<file path="config.mk">
export PLATFORM = sky130hd
export DESIGN_NAME = rom_adder_expect_pipe
export DESIGN_NICKNAME = d
export VERILOG_FILES = /design/src/rtl/rom_adder_sweep_checker_pkg.sv /design/src/rtl/rom_adder_expect_pipe.sv
export SDC_FILE = /design/constraint.sdc
export NUM_CORES = 1
export LEC_CHECK = 0
export CAP_MARGIN = 20
export CORE_AREA = 2 2 39 41
export CTS_BUF_LIST = sky130_fd_sc_hd__clkbuf_16
export DETAILED_ROUTE_END_ITERATION = 10
export DIE_AREA = 0 0 41 43
export PLACE_DENSITY = 0.75
export REMOVE_ABC_BUFFERS = 1
export SLEW_MARGIN = 15
export SYNTH_ARGS = -nofsm -noshare
export SYNTH_HDL_FRONTEND = slang
export SYNTH_SLANG_ARGS = --single-unit
export TNS_END_PERCENT = 50
</file>
<file path="constraint.sdc">
create_clock -name clk -period 0.8 [get_ports clk]
set_input_delay 0.2 -clock clk [delete_from_list [all_inputs] [get_ports clk]]
set_output_delay 0.2 -clock clk [all_outputs]
set_load 0.02 [all_outputs]
</file>
<file path="src/rtl/rom_adder_sweep_checker_pkg.sv">
// Shared types and helpers for the ROM adder sweep checker.
package rom_adder_pkg;

    localparam int DATA_WIDTH = 4;
    localparam int NUM_PAIRS  = 2 ** (2 * DATA_WIDTH);

    typedef enum logic [1:0] {
        IDLE,
        DRIVE,
        DRAIN,
        DONE
    } sweep_state_t;

    // Reference sum for one operand pair, zero-extended so the carry is kept.
    function automatic logic [DATA_WIDTH:0] expected_sum(
        input logic [DATA_WIDTH-1:0] a,
        input logic [DATA_WIDTH-1:0] b
    );
        return {1'b0, a} + {1'b0, b};
    endfunction

endpackage

</file>
<file path="src/rtl/rom_adder_expect_pipe.sv">
// Delay line carrying {valid, a, b, a+b} alongside the ROM pipeline so the
// expected sum arrives at the tap in the same cycle as the ROM's answer.
module rom_adder_expect_pipe #(
    parameter int DATA_WIDTH  = 4,
    parameter int ROM_LATENCY = 1
) (
    input  logic                  clk,
    input  logic                  rst,
    input  logic                  vld_in,
    input  logic [DATA_WIDTH-1:0] a_in,
    input  logic [DATA_WIDTH-1:0] b_in,
    output logic                  tap_vld,
    output logic [DATA_WIDTH-1:0] tap_a,
    output logic [DATA_WIDTH-1:0] tap_b,
    output logic [DATA_WIDTH:0]   tap_sum
);
    import rom_adder_pkg::*;

    logic                  vld_p [ROM_LATENCY];
    logic [DATA_WIDTH-1:0] a_p   [ROM_LATENCY];
    logic [DATA_WIDTH-1:0] b_p   [ROM_LATENCY];
    logic [DATA_WIDTH:0]   sum_p [ROM_LATENCY];

    // Shift register; reset flushes every stage so no stale pair is ever compared.
    always_ff @(posedge clk or posedge rst) begin
        if (rst) begin
            for (int i = 0; i < ROM_LATENCY; i++) begin
                vld_p[i] <= 1'b0;
                a_p[i]   <= '0;
                b_p[i]   <= '0;
                sum_p[i] <= '0;
            end
        end else begin
            vld_p[0] <= vld_in;
            a_p[0]   <= a_in;
            b_p[0]   <= b_in;
            sum_p[0] <= expected_sum(a_in, b_in);
            for (int i = 1; i < ROM_LATENCY; i++) begin
                vld_p[i] <= vld_p[i-1];
                a_p[i]   <= a_p[i-1];
                b_p[i]   <= b_p[i-1];
                sum_p[i] <= sum_p[i-1];
            end
        end
    end

    assign tap_vld = vld_p[ROM_LATENCY-1];
    assign tap_a   = a_p[ROM_LATENCY-1];
    assign tap_b   = b_p[ROM_LATENCY-1];
    assign tap_sum = sum_p[ROM_LATENCY-1];

endmodule

</file>
==> impl_metrics.env, run 1 <==
export IMPL_clk_pin_slew_worst_paths_ps=40
export IMPL_clockPowerShare=0.431
export IMPL_regArea_um2=350
export IMPL_hold_buffers=0
export IMPL_die_w_um=41
export IMPL_switching_power_w=0.000468
export IMPL_violations="setup timing"
export IMPL_slowest_delay_ps=380
export IMPL_die_area_um2=1760
export IMPL_final_hold_viol_count=0
export IMPL_post_route_util=0.662
export IMPL_fin_ws_ps=-149
export IMPL_h_tree_depth=1
export IMPL_synth_area_leaders="dfrtp_1, ha_1, fa_1, inv_1, xnor2_1"
export IMPL_post_route_min_period_ps=949
export IMPL_dpl_cell_area_um2=786
export IMPL_tightest_slew_ps=159
export IMPL_clock_fmax_mhz=1050
export IMPL_post_route_period_util=1.19
export IMPL_dr_first_iter_drc_count=1
export IMPL_core_um2=1380
export IMPL_drive_gt1_frac=0.532
export IMPL_status="finished with violations"
export IMPL_cpLargestDelayFamily="flip-flops"
export IMPL_peakVddDrop_mv=1.05
export IMPL_setup_tns_final_ps=-2130
export IMPL_antenna_left=0
export IMPL_slew_headroom=0.894
export IMPL_cts_max_path_buffers=2
export IMPL_initial_utilization=0.354
export IMPL_synth_seq_cells=14
export IMPL_fillers=109
export IMPL_timing_max_cap_violations=0
export IMPL_overflow=0
export IMPL_p_seq_frac=0.377
export IMPL_port_buffers=24
export IMPL_post_route_drc_count=0
export IMPL_dieHeight_um=43
export IMPL_cts_root_buffer="clkbuf_16"
export IMPL_multi_input_area_um2=174
export IMPL_area_growth_pct=86.7
export IMPL_cp_num_buf_inv=1
export IMPL_crit_path_start_kind="flop"
export IMPL_critPathKind="reg -> out"
export IMPL_cts_buffers=3
export IMPL_diodes=0
export IMPL_drv_slew=0
export IMPL_cp_max_fo=1
export IMPL_dp_hpwl_um=705
export IMPL_dr_pass1_iters=2
export IMPL_cts_sinks=14
export IMPL_rsz0062_at_grt="yes"
export IMPL_finalNetCount=79
export IMPL_syn_area_um2=490
export IMPL_io_pins=25
export IMPL_setup_viol=18
export IMPL_crit_required_ps=600
export IMPL_final_area_um2=916
export IMPL_yosysWarnings=0
export IMPL_rows=14
export IMPL_wl_per_cell_um=13.0
export IMPL_p_int_w=0.00164
export IMPL_drt_wl_total_um=1010
export IMPL_path_cells="buf_6"
export IMPL_swShare=0.222
export IMPL_antenna_found_initial=0
export IMPL_crit_arrival_ps=750
export IMPL_synth_top_area_cell="dfrtp_1"
export IMPL_combinationalPowerShare=0.192
export IMPL_synth_cells=31
export IMPL_synth_cell_types=10
export IMPL_crit_slowest_cell="dfrtp_1"
export IMPL_grtUsageTotal=0.138
export IMPL_yosysSeqAreaShare=0.714
export IMPL_place_gp_congestion=0.682
export IMPL_grt_max_degree=15
export IMPL_vias=334
export IMPL_grt_pass1_vias=359
export IMPL_hp_class="in -> reg"
export IMPL_routed_via_density=4.28
export IMPL_crit_path_end_kind="output pin"
export IMPL_fin_hold_ws_ps=68.1
export IMPL_synth_top_area_share=0.714
export IMPL_syn_area_per_cell_um2=15.8
export IMPL_p_leak_nw=0.432
export IMPL_cts_tree="built"
export IMPL_grt_pass1_wl_um=1580
export IMPL_power_density_nw_per_um2=2310
## final timing paths
| check | start | endpoint | slack (ps) | cells past startpoint |
|---|---|---|---|---|
| min | b_in[0] | tap_b[0] | 70 | 1 |
| max | tap_a[1] | tap_a[1] | -150 | 1 |
| max in group asynchronous | rst | tap_sum[3] | 410 | 3 |
| min in group asynchronous | rst | tap_sum[2] | 280 | 3 |
## per-stage QoR
step | total power, W | setup slack [ps] | cells
after floorplan | 0.000956 | -271 | 31
after global routing | 0.00221 | -169 | 78
after global placement | 0.00116 | -842 | 74
final | 0.00211 | -149 | 78
after detailed placement | 0.00118 | -863 | 74
after CTS | 0.00210 | -152 | 79
## logic make-up (layout without fill, tap and decap cells)
family / Yosys count / count (layout) / synth area share
AOI/OAI and AO/OA: 3 / 3 / 0.0434
and+or+nand+nor: 2 / 2 / 0.0255
buffers and inverters: 5 / 36 / 0.0383
DFF: 14 / 14 / 0.714
adders and majority gates: 5 / 5 / 0.143
xor gates and xnor gates: 2 / 2 / 0.0357
## power by group through the flow
| stage | clock [W] | combinational, W | sequential, W |
|---|---|---|---|
| after floorplan | 0 | 0.0000782 | 0.000878 |
| after global placement | 0 | 0.000370 | 0.000794 |
| after detailed placement | 0 | 0.000380 | 0.000796 |
| after CTS | 0.000923 | 0.000386 | 0.000791 |
| after global routing | 0.000968 | 0.000440 | 0.000800 |
| final | 0.000911 | 0.000406 | 0.000797 |
## flip-flops by register name, indices dropped and copies added (netlist names)
| signal | flops |
|---|---|
| tap_b | 4 |
| tap_vld | 1 |
| tap_a | 4 |
| tap_sum | 5 |
## layout make-up
| cell class | count | share of cell area |
|---|---|---|
| repair buffers | 27 | 0.299 |
| clock inverters | 1 | 0.00410 |
| multi-input cells | 12 | 0.190 |
| flip-flops and latches | 14 | 0.383 |
| well taps | 16 | 0.0219 |
| inverters | 5 | 0.0205 |
| clock buffers | 3 | 0.0820 |
## cell usage after synthesis, drive strengths merged
master and instances:
dfrtp 14, xnor2 2, nand2b 1, inv 5, a21oi 1, fa 1
o21ai 1, nor2b 1, a21o 1, ha 4
## repair_timing
action,in CTS,in global routing
gates resized for setup,103,11
buffers inserted,1,0
pin swaps,9,5
endpoints found under the setup margin,19,18
## placed cells by master, fill, tap and decap left out, drive strengths merged
master         count
buf               21
dfrtp             14
inv                5
ha                 4
clkbuf             3
dlygate4sd2        3
xnor2              2
clkdlybuf4s50      2
nor2b              1
o21ai              1
nand2b             1
a21o               1
a21oi              1
fa                 1
clkinv             1
clkdlybuf4s15      1
## layer usage
layer	vias up	share of wire	global-route usage
met1	155	0.44	0.193
met2	17	0.45	0.178
met3	2	0.091	0.0524
met5	-	0	0
li1	160	-	-
met4	0	0.017	0.0800
Power figures use the tool's default switching activity.
==> run 2: changes to the inputs <==
--- a/config.mk
+++ b/config.mk
@@ -10,7 +10,8 @@
 export CTS_BUF_LIST = sky130_fd_sc_hd__clkbuf_16
 export DETAILED_ROUTE_END_ITERATION = 10
 export DIE_AREA = 0 0 41 43
-export PLACE_DENSITY = 0.75
+export GPL_TIMING_DRIVEN = 0
+export PLACE_DENSITY = 0.79
 export REMOVE_ABC_BUFFERS = 1
 export SLEW_MARGIN = 15
 export SYNTH_ARGS = -nofsm -noshare
==> run 2 against run 1 <==
Compared with the run above: the run still ends with setup timing left; sequential share of layout area rose by 0.42 points; combinational power fell by 5.7%; die area did not move.
==> impl_metrics.env, run 2 (synthesis results as in run 1) <==
export IMPL_multi_input_area_um2=174
export IMPL_die_area_um2=1760
export IMPL_vias=334
export IMPL_overflow=0
export IMPL_finalPower_w=0.00209
export IMPL_peakVddDrop_mv=1.14
export IMPL_dr_pass1_iters=2
export IMPL_place_inst=71
export IMPL_dp_slack_ps=-874
export IMPL_rsz0062_at_grt="yes"
export IMPL_setup_viol=18
export IMPL_post_route_drc_count=0
export IMPL_fin_ws_ps=-144
export IMPL_drive_gt1_frac=0.508
export IMPL_crit_path_end_kind="output pin"
export IMPL_wl_per_cell_um=12.5
export IMPL_hp_class="in -> reg"
export IMPL_tightest_slew_ps=491
export IMPL_port_buffers=24
export IMPL_dieHeight_um=43
export IMPL_io_pins=25
export IMPL_min_delay_start="b_in[0]"
export IMPL_cts_sinks=14
export IMPL_grt_pass1_vias=327
export IMPL_p_leak_nw=0.430
export IMPL_crit_path_start_kind="flop"
export IMPL_grtUsageTotal=0.131
export IMPL_hold_buffers=0
export IMPL_slowest_delay_ps=370
export IMPL_cp_max_fo=1
export IMPL_post_route_min_period_ps=944
export IMPL_final_common_cell="dfrtp_1"
export IMPL_layoutNonFillerInstCount=77
export IMPL_grt_max_degree=15
export IMPL_die_w_um=41
export IMPL_crit_required_ps=600
export IMPL_drv_slew=0
export IMPL_timing_max_cap_violations=0
export IMPL_setup_tns_final_ps=-2140
export IMPL_final_hold_viol_count=0
export IMPL_regArea_um2=350
export IMPL_antenna_left=0
export IMPL_status="finished with violations"
export IMPL_routed_via_density=4.34
export IMPL_crit_arrival_ps=740
export IMPL_dr_first_iter_drc_count=3
export IMPL_power_density_nw_per_um2=2310
export IMPL_cts_root_buffer="clkbuf_16"
export IMPL_antenna_found_initial=0
export IMPL_path_cells="buf_6"
export IMPL_final_cell_mix="dfrtp_1, buf_6, inv_1, ha_4, buf_2"
export IMPL_cp_num_buf_inv=1
export IMPL_fillers=106
export IMPL_post_route_period_util=1.18
export IMPL_finalNetCount=79
export IMPL_clk_pin_slew_worst_paths_ps=40
export IMPL_area_growth_pct=84.7
export IMPL_place_gp_congestion=0.577
export IMPL_h_tree_depth=1
export IMPL_core_um2=1380
export IMPL_cts_max_path_buffers=2
export IMPL_critPathKind="reg -> out"
export IMPL_drt_wl_total_um=959
export IMPL_clock_fmax_mhz=1060
export IMPL_rows=14
export IMPL_crit_slowest_cell="dfrtp_1"
export IMPL_dp_hpwl_um=630
export IMPL_cpLargestDelayFamily="flip-flops"
export IMPL_diodes=0
export IMPL_critical_path_startpoint="tap_sum[0]"
export IMPL_violations="setup timing"
export IMPL_cts_tree="built"
export IMPL_largest_register_ffs=5
export IMPL_initial_utilization=0.354
export IMPL_slew_headroom=0.672
export IMPL_cts_buffers=3
export IMPL_grt_pass1_wl_um=1470
## run 2: cell types whose count changed in the layout (fill, tap and decap cells not counted)
cell | previous run | this run
inv_2 | 3 | 1
buf_12 | 1 | 0
buf_4 | 1 | 2
inv_1 | 2 | 4
clkinv_1 | 1 | 0
buf_2 | 5 | 4
buf_6 | 12 | 13
## run 2: final timing paths
path | slack [ps] | depth (start not counted) | to
worst max-delay path | -140 | 1 | tap_sum[0]
worst min-delay path | 70 | 1 | tap_b[0]
max in group asynchronous | 180 | 2 | tap_a[3]
min in group asynchronous | 290 | 2 | tap_vld
## run 2: area by class of cell
type                            count  area share
Sequential cell                    14       0.387
Clock buffer                        3      0.0829
Inverter                            5      0.0207
Multi-Input combinational cell     12       0.192
Timing Repair Buffer               27       0.296
Tap cell                           16      0.0221
## run 2: per-stage QoR
step	util	hold WS [ps]	area, um2
6_report	0.655	67.7	906
5_1_grt	0.655	62.6	906
4_1_cts	0.611	96.8	846
3_5_place_dp	0.542	562	751
3_3_place_gp	0.542	552	751
2_1_floorplan	-	89.2	490
## run 2: what timing repair did
item	4_1_cts	5_1_grt
setup buffers	2	1
pin swaps	9	6
setup endpoints to repair	19	18
resized for setup	100	16
## run 2: report_power, final
| part | switching (W) | leakage [nW] | internal (W) | total, W |
|---|---|---|---|---|
| registers | 0.0000231 | 0.164 | 0.000771 | 0.000794 |
| logic | 0.000182 | 0.230 | 0.000201 | 0.000383 |
| clock network | 0.000260 | 0.0370 | 0.000651 | 0.000911 |
## run 2: routing by layer
metal	vias to the layer above	track usage	routed length, um
met1	157	0.179	415
met2	19	0.159	409
met4	0	0.100	28
met3	3	0.0524	106
met5	-	0	0
li1	155	-	-
==> RTL edit 1 (flow settings as in run 1) <==
Register the input `vld_in` before use, cleared by the reset. The logic sees it one clock later. The other inputs are not delayed to match.
--- a/src/rtl/rom_adder_expect_pipe.sv
+++ b/src/rtl/rom_adder_expect_pipe.sv
@@ -17,4 +17,14 @@
     import rom_adder_pkg::*;
 
+    logic vld_q;
+
+    always_ff @(posedge clk or posedge rst) begin
+        if (rst) begin
+            vld_q <= '0;
+        end else begin
+            vld_q <= vld_in;
+        end
+    end
+
     logic                  vld_p [ROM_LATENCY];
     logic [DATA_WIDTH-1:0] a_p   [ROM_LATENCY];
@@ -32,5 +42,5 @@
             end
         end else begin
-            vld_p[0] <= vld_in;
+            vld_p[0] <= vld_q;
             a_p[0]   <= a_in;
             b_p[0]   <= b_in;
Check against the original RTL: not equivalent (Yosys sat finds a counterexample within 4 cycles, from zero or initial values and one cycle with rst high).
==> RTL edit 1 against run 1 <==
  * The flow still finishes with violations (setup timing)
  * Sequential cell count increased by 1
  * Area after synthesis rose by 5.1%
  * Maximum frequency fell by 1.6%
  * Die area unchanged
  * Worst setup slack got worse by 0.015 ns
  * Design area rose by 4.8%
  * Power rose by 4.5%
  * Wire length grew 20%
  * Non-clock buffer count up 1
  * Count of clock-buffer cells in the layout is the same
  * Critical endpoint is now tap_a[2]
==> RTL edit 1: results (changes against run 1) <==
* Run status: finished, violations left (unchanged)
* Failing checks: setup timing (unchanged)
* Via/cell ratio at 4.425 (was 4.282)
* Top layer in use: met4 (unchanged)
* Sequential-to-total area share from yosys stat at 0.7282 (was 0.7143)
* Layout cells sized above 1 at 0.5156 (was 0.5323)
* Dpl ws at -0.8772 ns (was -0.8632 ns)
* Critical Path Start: tap_a[2]$_DFF_PP0_ (was tap_a[1]$_DFF_PP0_)
* P_leak at 0.4572 nW (was 0.4321 nW)
* Register-to-register setup slack at 0.33 ns
* DRT iter0 DRCs at 2 (was 1)
* Yosys Warn Count at 0 (unchanged)
* Clock Power Share at 0.425 (was 0.431)
* Clock Skew at ~0.00013 ns
* GP Congestion at 0.6787 (was 0.6821)
* First-pass GRT wire length at 1821 µm (was 1580 µm)
* Area taken by multi-input logic gates at 173.9 µm² (unchanged)
* CTS buffer count at 3 (unchanged)
* Detail Placement HPWL at 679 µm (was 705.2 µm)
* Critical path's top delay family: flip-flops (unchanged)
* Slowest CP cell: dfrtp_1 (unchanged)
* Met1 wire length at 386 µm (was 449 µm)
* Setup TNS at -2.381 ns (was -2.128 ns)
* Chip width at 41 µm (unchanged)
* Clock buffer depth at 2 (unchanged)
* Final WL at 1217 µm (was 1014 µm)
* Count leader, synth: dfrtp_1 (unchanged)
* Vias in the first global route at 381 (was 359)
* WHS Endpoint: tap_b[0]$_DFF_PP0_ (unchanged)
* DP Cell Count at 75 (was 74)
* Sequential power share at 0.386 (was 0.377)
* Commonest cells in the netlist: dfrtp_1 (15), inv_1 (5), ha_1 (4) (was dfrtp_1 (14), inv_1 (5), ha_1 (4))
* Pwr Density at 2301 nW/µm² (was 2307 nW/µm²)
* Final setup violation count at 18 (unchanged)
* Netlist cell types at 10 (unchanged)
* Met3 wire len at 38 µm (was 92 µm)
* Area of placed instances at 810.8 µm² (was 785.8 µm²)
* Critical Path Sink: tap_a[2] (was tap_a[1])
* CP arrival at 0.76 ns
* Gr usage total at 0.1687 (was 0.1385)
* H-Tree Depth at 1 (unchanged)
* Met2 Wirelength at 772 µm (was 455 µm)
* First-pass detailed-route iteration total at 3 (was 2)
* Largest net degree at the start of global routing at 16 (was 15)
* Maximum VDD drop at 1.422 mV (was 1.048 mV)
* Final setup margin at -0.1645 ns (was -0.1493 ns)
* Final net count at 81 (was 79)
* Reg2reg path depth at 0
* # fillers at 99 (was 109)
* Fin cells at 80 (was 78)
* Synth area leaders: dfrtp_1 (73%), ha_1 (9.7%), fa_1 (3.9%) (was dfrtp_1 (71%), ha_1 (10%), fa_1 (4.1%))
* Syn avg cell area at 16.11 µm² (was 15.82 µm²)
* Rel. slew slack at 0.8855 (was 0.8942)
* Hold slack final at 0.07031 ns (was 0.06808 ns)
* NetSw at 502.1 µW (was 468.3 µW)
==> RTL edit 1: logic make-up after synthesis <==
group | after synthesis | synth area share
XOR/XNOR | 2 | 0.03399
AND/OR/NAND/NOR | 2 | 0.02429
flip-flops | 15 | 0.7282
adder cells (fa/ha/maj) | 5 | 0.1359
buffers and inverters | 5 | 0.03641
AO/OA/AOI/OAI | 3 | 0.04126
==> RTL edit 1: final cells by class <==
class	count	share of cell area
clock buffers	3	0.07823
clock inverters	1	0.003911
inverters	5	0.01956
multi-input cells	12	0.1812
flip-flops and latches	15	0.3911
well taps	16	0.02086
repair buffers	28	0.3051
==> RTL edit 1: per-layer routing <==
layer | global-route usage | up-vias
met5 | 0 | -
met4 | 0.1000 | 0
met3 | 0.03141 | 2
met2 | 0.2938 | 11
met1 | 0.1707 | 178
li1 | - | 163
==> RTL edit 1: repair_timing <==
item                                    CTS  global route
resized for setup                       108             9
setup buffers                             0             1
pin swaps                                 9             3
gates cloned                              0             0
endpoints found under the setup margin   19            18
==> RTL edit 2 (config.mk and constraints of run 1) <==
Made on the original files. `DATA_WIDTH` is set to 4 in 2 places; all go to 3.
--- a/src/rtl/rom_adder_sweep_checker_pkg.sv
+++ b/src/rtl/rom_adder_sweep_checker_pkg.sv
@@ -2,5 +2,5 @@
 package rom_adder_pkg;
 
-    localparam int DATA_WIDTH = 4;
+    localparam int DATA_WIDTH = 3;
     localparam int NUM_PAIRS  = 2 ** (2 * DATA_WIDTH);
 
--- a/src/rtl/rom_adder_expect_pipe.sv
+++ b/src/rtl/rom_adder_expect_pipe.sv
@@ -2,5 +2,5 @@
 // expected sum arrives at the tap in the same cycle as the ROM's answer.
 module rom_adder_expect_pipe #(
-    parameter int DATA_WIDTH  = 4,
+    parameter int DATA_WIDTH  = 3,
     parameter int ROM_LATENCY = 1
 ) (
Interface: changed (5 resized); port bits go from 25 to 20. No check against the original RTL was run, so the function may have changed too.
==> RTL edit 2 against run 1 <==
  * The run still ends with setup timing left
  * Non-clock buffer count shrank 5
  * Power shrank 15%
  * Wire length shrank 28%
  * Sequential cell count shrank 3
  * Design area shrank 19%
  * Area after synthesis shrank 24%
  * Sequential power shrank 22%
  * Synthesized cell count shrank 23%
  * Via count shrank 22%
  * Worst setup slack gained 0.010 ns
==> RTL edit 2: results (changes against run 1) <==
* Run status: finished, violations left (unchanged)
* Failing checks: setup timing (unchanged)
* Final setup violation count at 12 (was 18)
* Top FF cell, synth: dfrtp_1 (unchanged)
* Final setup margin at -0.1390 ns (was -0.1493 ns)
* DRT iter0 DRCs at 1 (unchanged)
* # fillers at 124 (was 109)
* # diodes at 0 (unchanged)
* CTS buffer count at 3 (unchanged)
* Root Buffer: clkbuf_16 (unchanged)
* Commonest cells in the netlist: dfrtp_1 (11), inv_1 (5), ha_1 (3) (was dfrtp_1 (14), inv_1 (5), ha_1 (4))
* Critical path's top delay family: flip-flops (unchanged)
* Largest net degree at the start of global routing at 12 (was 15)
* Gr usage total at 0.1040 (was 0.1385)
* P_leak at 0.3579 nW (was 0.4321 nW)
* Maximum VDD drop at 1.175 mV (was 1.048 mV)
* Netlist cell types at 8 (was 10)
* HP Class: in -> reg (unchanged)
* Layout cells sized above 1 at 0.5600 (was 0.5323)
* DRC violations left at 0 (unchanged)
* GP Congestion at 0.6774 (was 0.6821)
* Slowest CP cell: dfrtp_1 (unchanged)
* Met2 Resource Use GR at 0.1563 (was 0.1781)
* GR Util met1 at 0.08446 (was 0.1931)
* Vias in the first global route at 285 (was 359)
* Synth area leaders: dfrtp_1 (74%), ha_1 (10%), fa_1 (5.4%) (was dfrtp_1 (71%), ha_1 (10%), fa_1 (4.1%))
* H-Tree Depth at 1 (unchanged)
* Yosys Warn Count at 0 (unchanged)
* Rel. slew slack at 0.9116 (was 0.8942)
* Clock buffer depth at 2 (unchanged)
* CP arrival at 0.74 ns
* First-pass GRT wire length at 1110 µm (was 1580 µm)
* Initial antenna violation count at 0 (unchanged)
* CP Max Fanout at 1 (unchanged)
* Met3 Resource Use GR at 0.06283 (was 0.05236)
* Max FFs per register at 4 (was 5)
* Delay of the slowest critical-path stage at ~0.37 ns
* Port bufs at 19 (was 24)
* Worst-path clk slew at 0.04 ns (about the same)
* Sequential-to-total area share from yosys stat at 0.7358 (was 0.7143)
* Final net count at 64 (was 79)
* Per-cell routed wire length at 11.08 µm (was 13.00 µm)
* Dpl ws at -0.7772 ns (was -0.8632 ns)
* Vias at 261 (was 334)
* Asr flop ratio synth at 1.000 (unchanged)
* First-pass detailed-route iteration total at 2 (unchanged)
## RTL edit 2: final timing paths
check / startpoint / to / slack [ns] / cells past startpoint
worst max-delay path: tap_sum[0]$_DFF_PP0_ / tap_sum[0] / -0.14 / 1
worst min-delay path: b_in[0] / tap_b[0]$_DFF_PP0_ / 0.08 / 1
max in group asynchronous: rst / tap_vld$_DFF_PP0_ / 0.41 / 3
min in group asynchronous: rst / tap_sum[1]$_DFF_PP0_ / 0.28 / 3
## RTL edit 2: routing by layer
layer  share of wire  vias to the layer above
met5               0                        -
met4               0                        0
met3           0.097                        0
met2            0.55                       10
met1            0.35                      127
li1                -                      124
## RTL edit 2: logic make-up (layout without fill, tap and decap cells)
logic type,after synthesis,in the layout,synth area share
xor gates and xnor gates,1,1,0.02342
buffers and inverters,5,31,0.05017
DFF,11,11,0.7358
and+or+nand+nor,2,2,0.02339
adders and majority gates,4,4,0.1539
AOI/OAI and AO/OA,1,1,0.01337
## RTL edit 2: power by group
part | switching [mW] | total [mW] | internal (mW)
combinational | 0.135 | 0.297 | 0.161
clock | 0.215 | 0.868 | 0.653
sequential | 0.0193 | 0.623 | 0.604
total | 0.370 | 1.79 | 1.42
## RTL edit 2: area by class of cell
class	count	share of cell area
clock buffers	3	0.1012
clock inverters	1	0.005059
inverters	5	0.02530
multi-input cells	8	0.1568
flip-flops and latches	11	0.3710
well taps	16	0.02698
repair buffers	22	0.3137
## RTL edit 2: per-stage QoR
| stage | std cells | setup TNS (ns) | cell area, µm² |
|---|---|---|---|
| 2_1_floorplan | 24 | -0.3995 | 374.1 |
| 3_3_place_gp | 61 | -5.529 | 611.8 |
| 3_5_place_dp | 61 | -5.731 | 611.8 |
| 4_1_cts | 66 | -1.585 | 708.2 |
| 5_1_grt | 66 | -1.707 | 742.0 |
| 6_report | 66 | -1.471 | 742.0 |
## RTL edit 2: repair_timing
item | 4_1_cts | 5_1_grt
endpoints found under the setup margin | 15 | 14
pin swaps | 2 | 1
buffers inserted | 1 | 0
resized for setup | 83 | 11
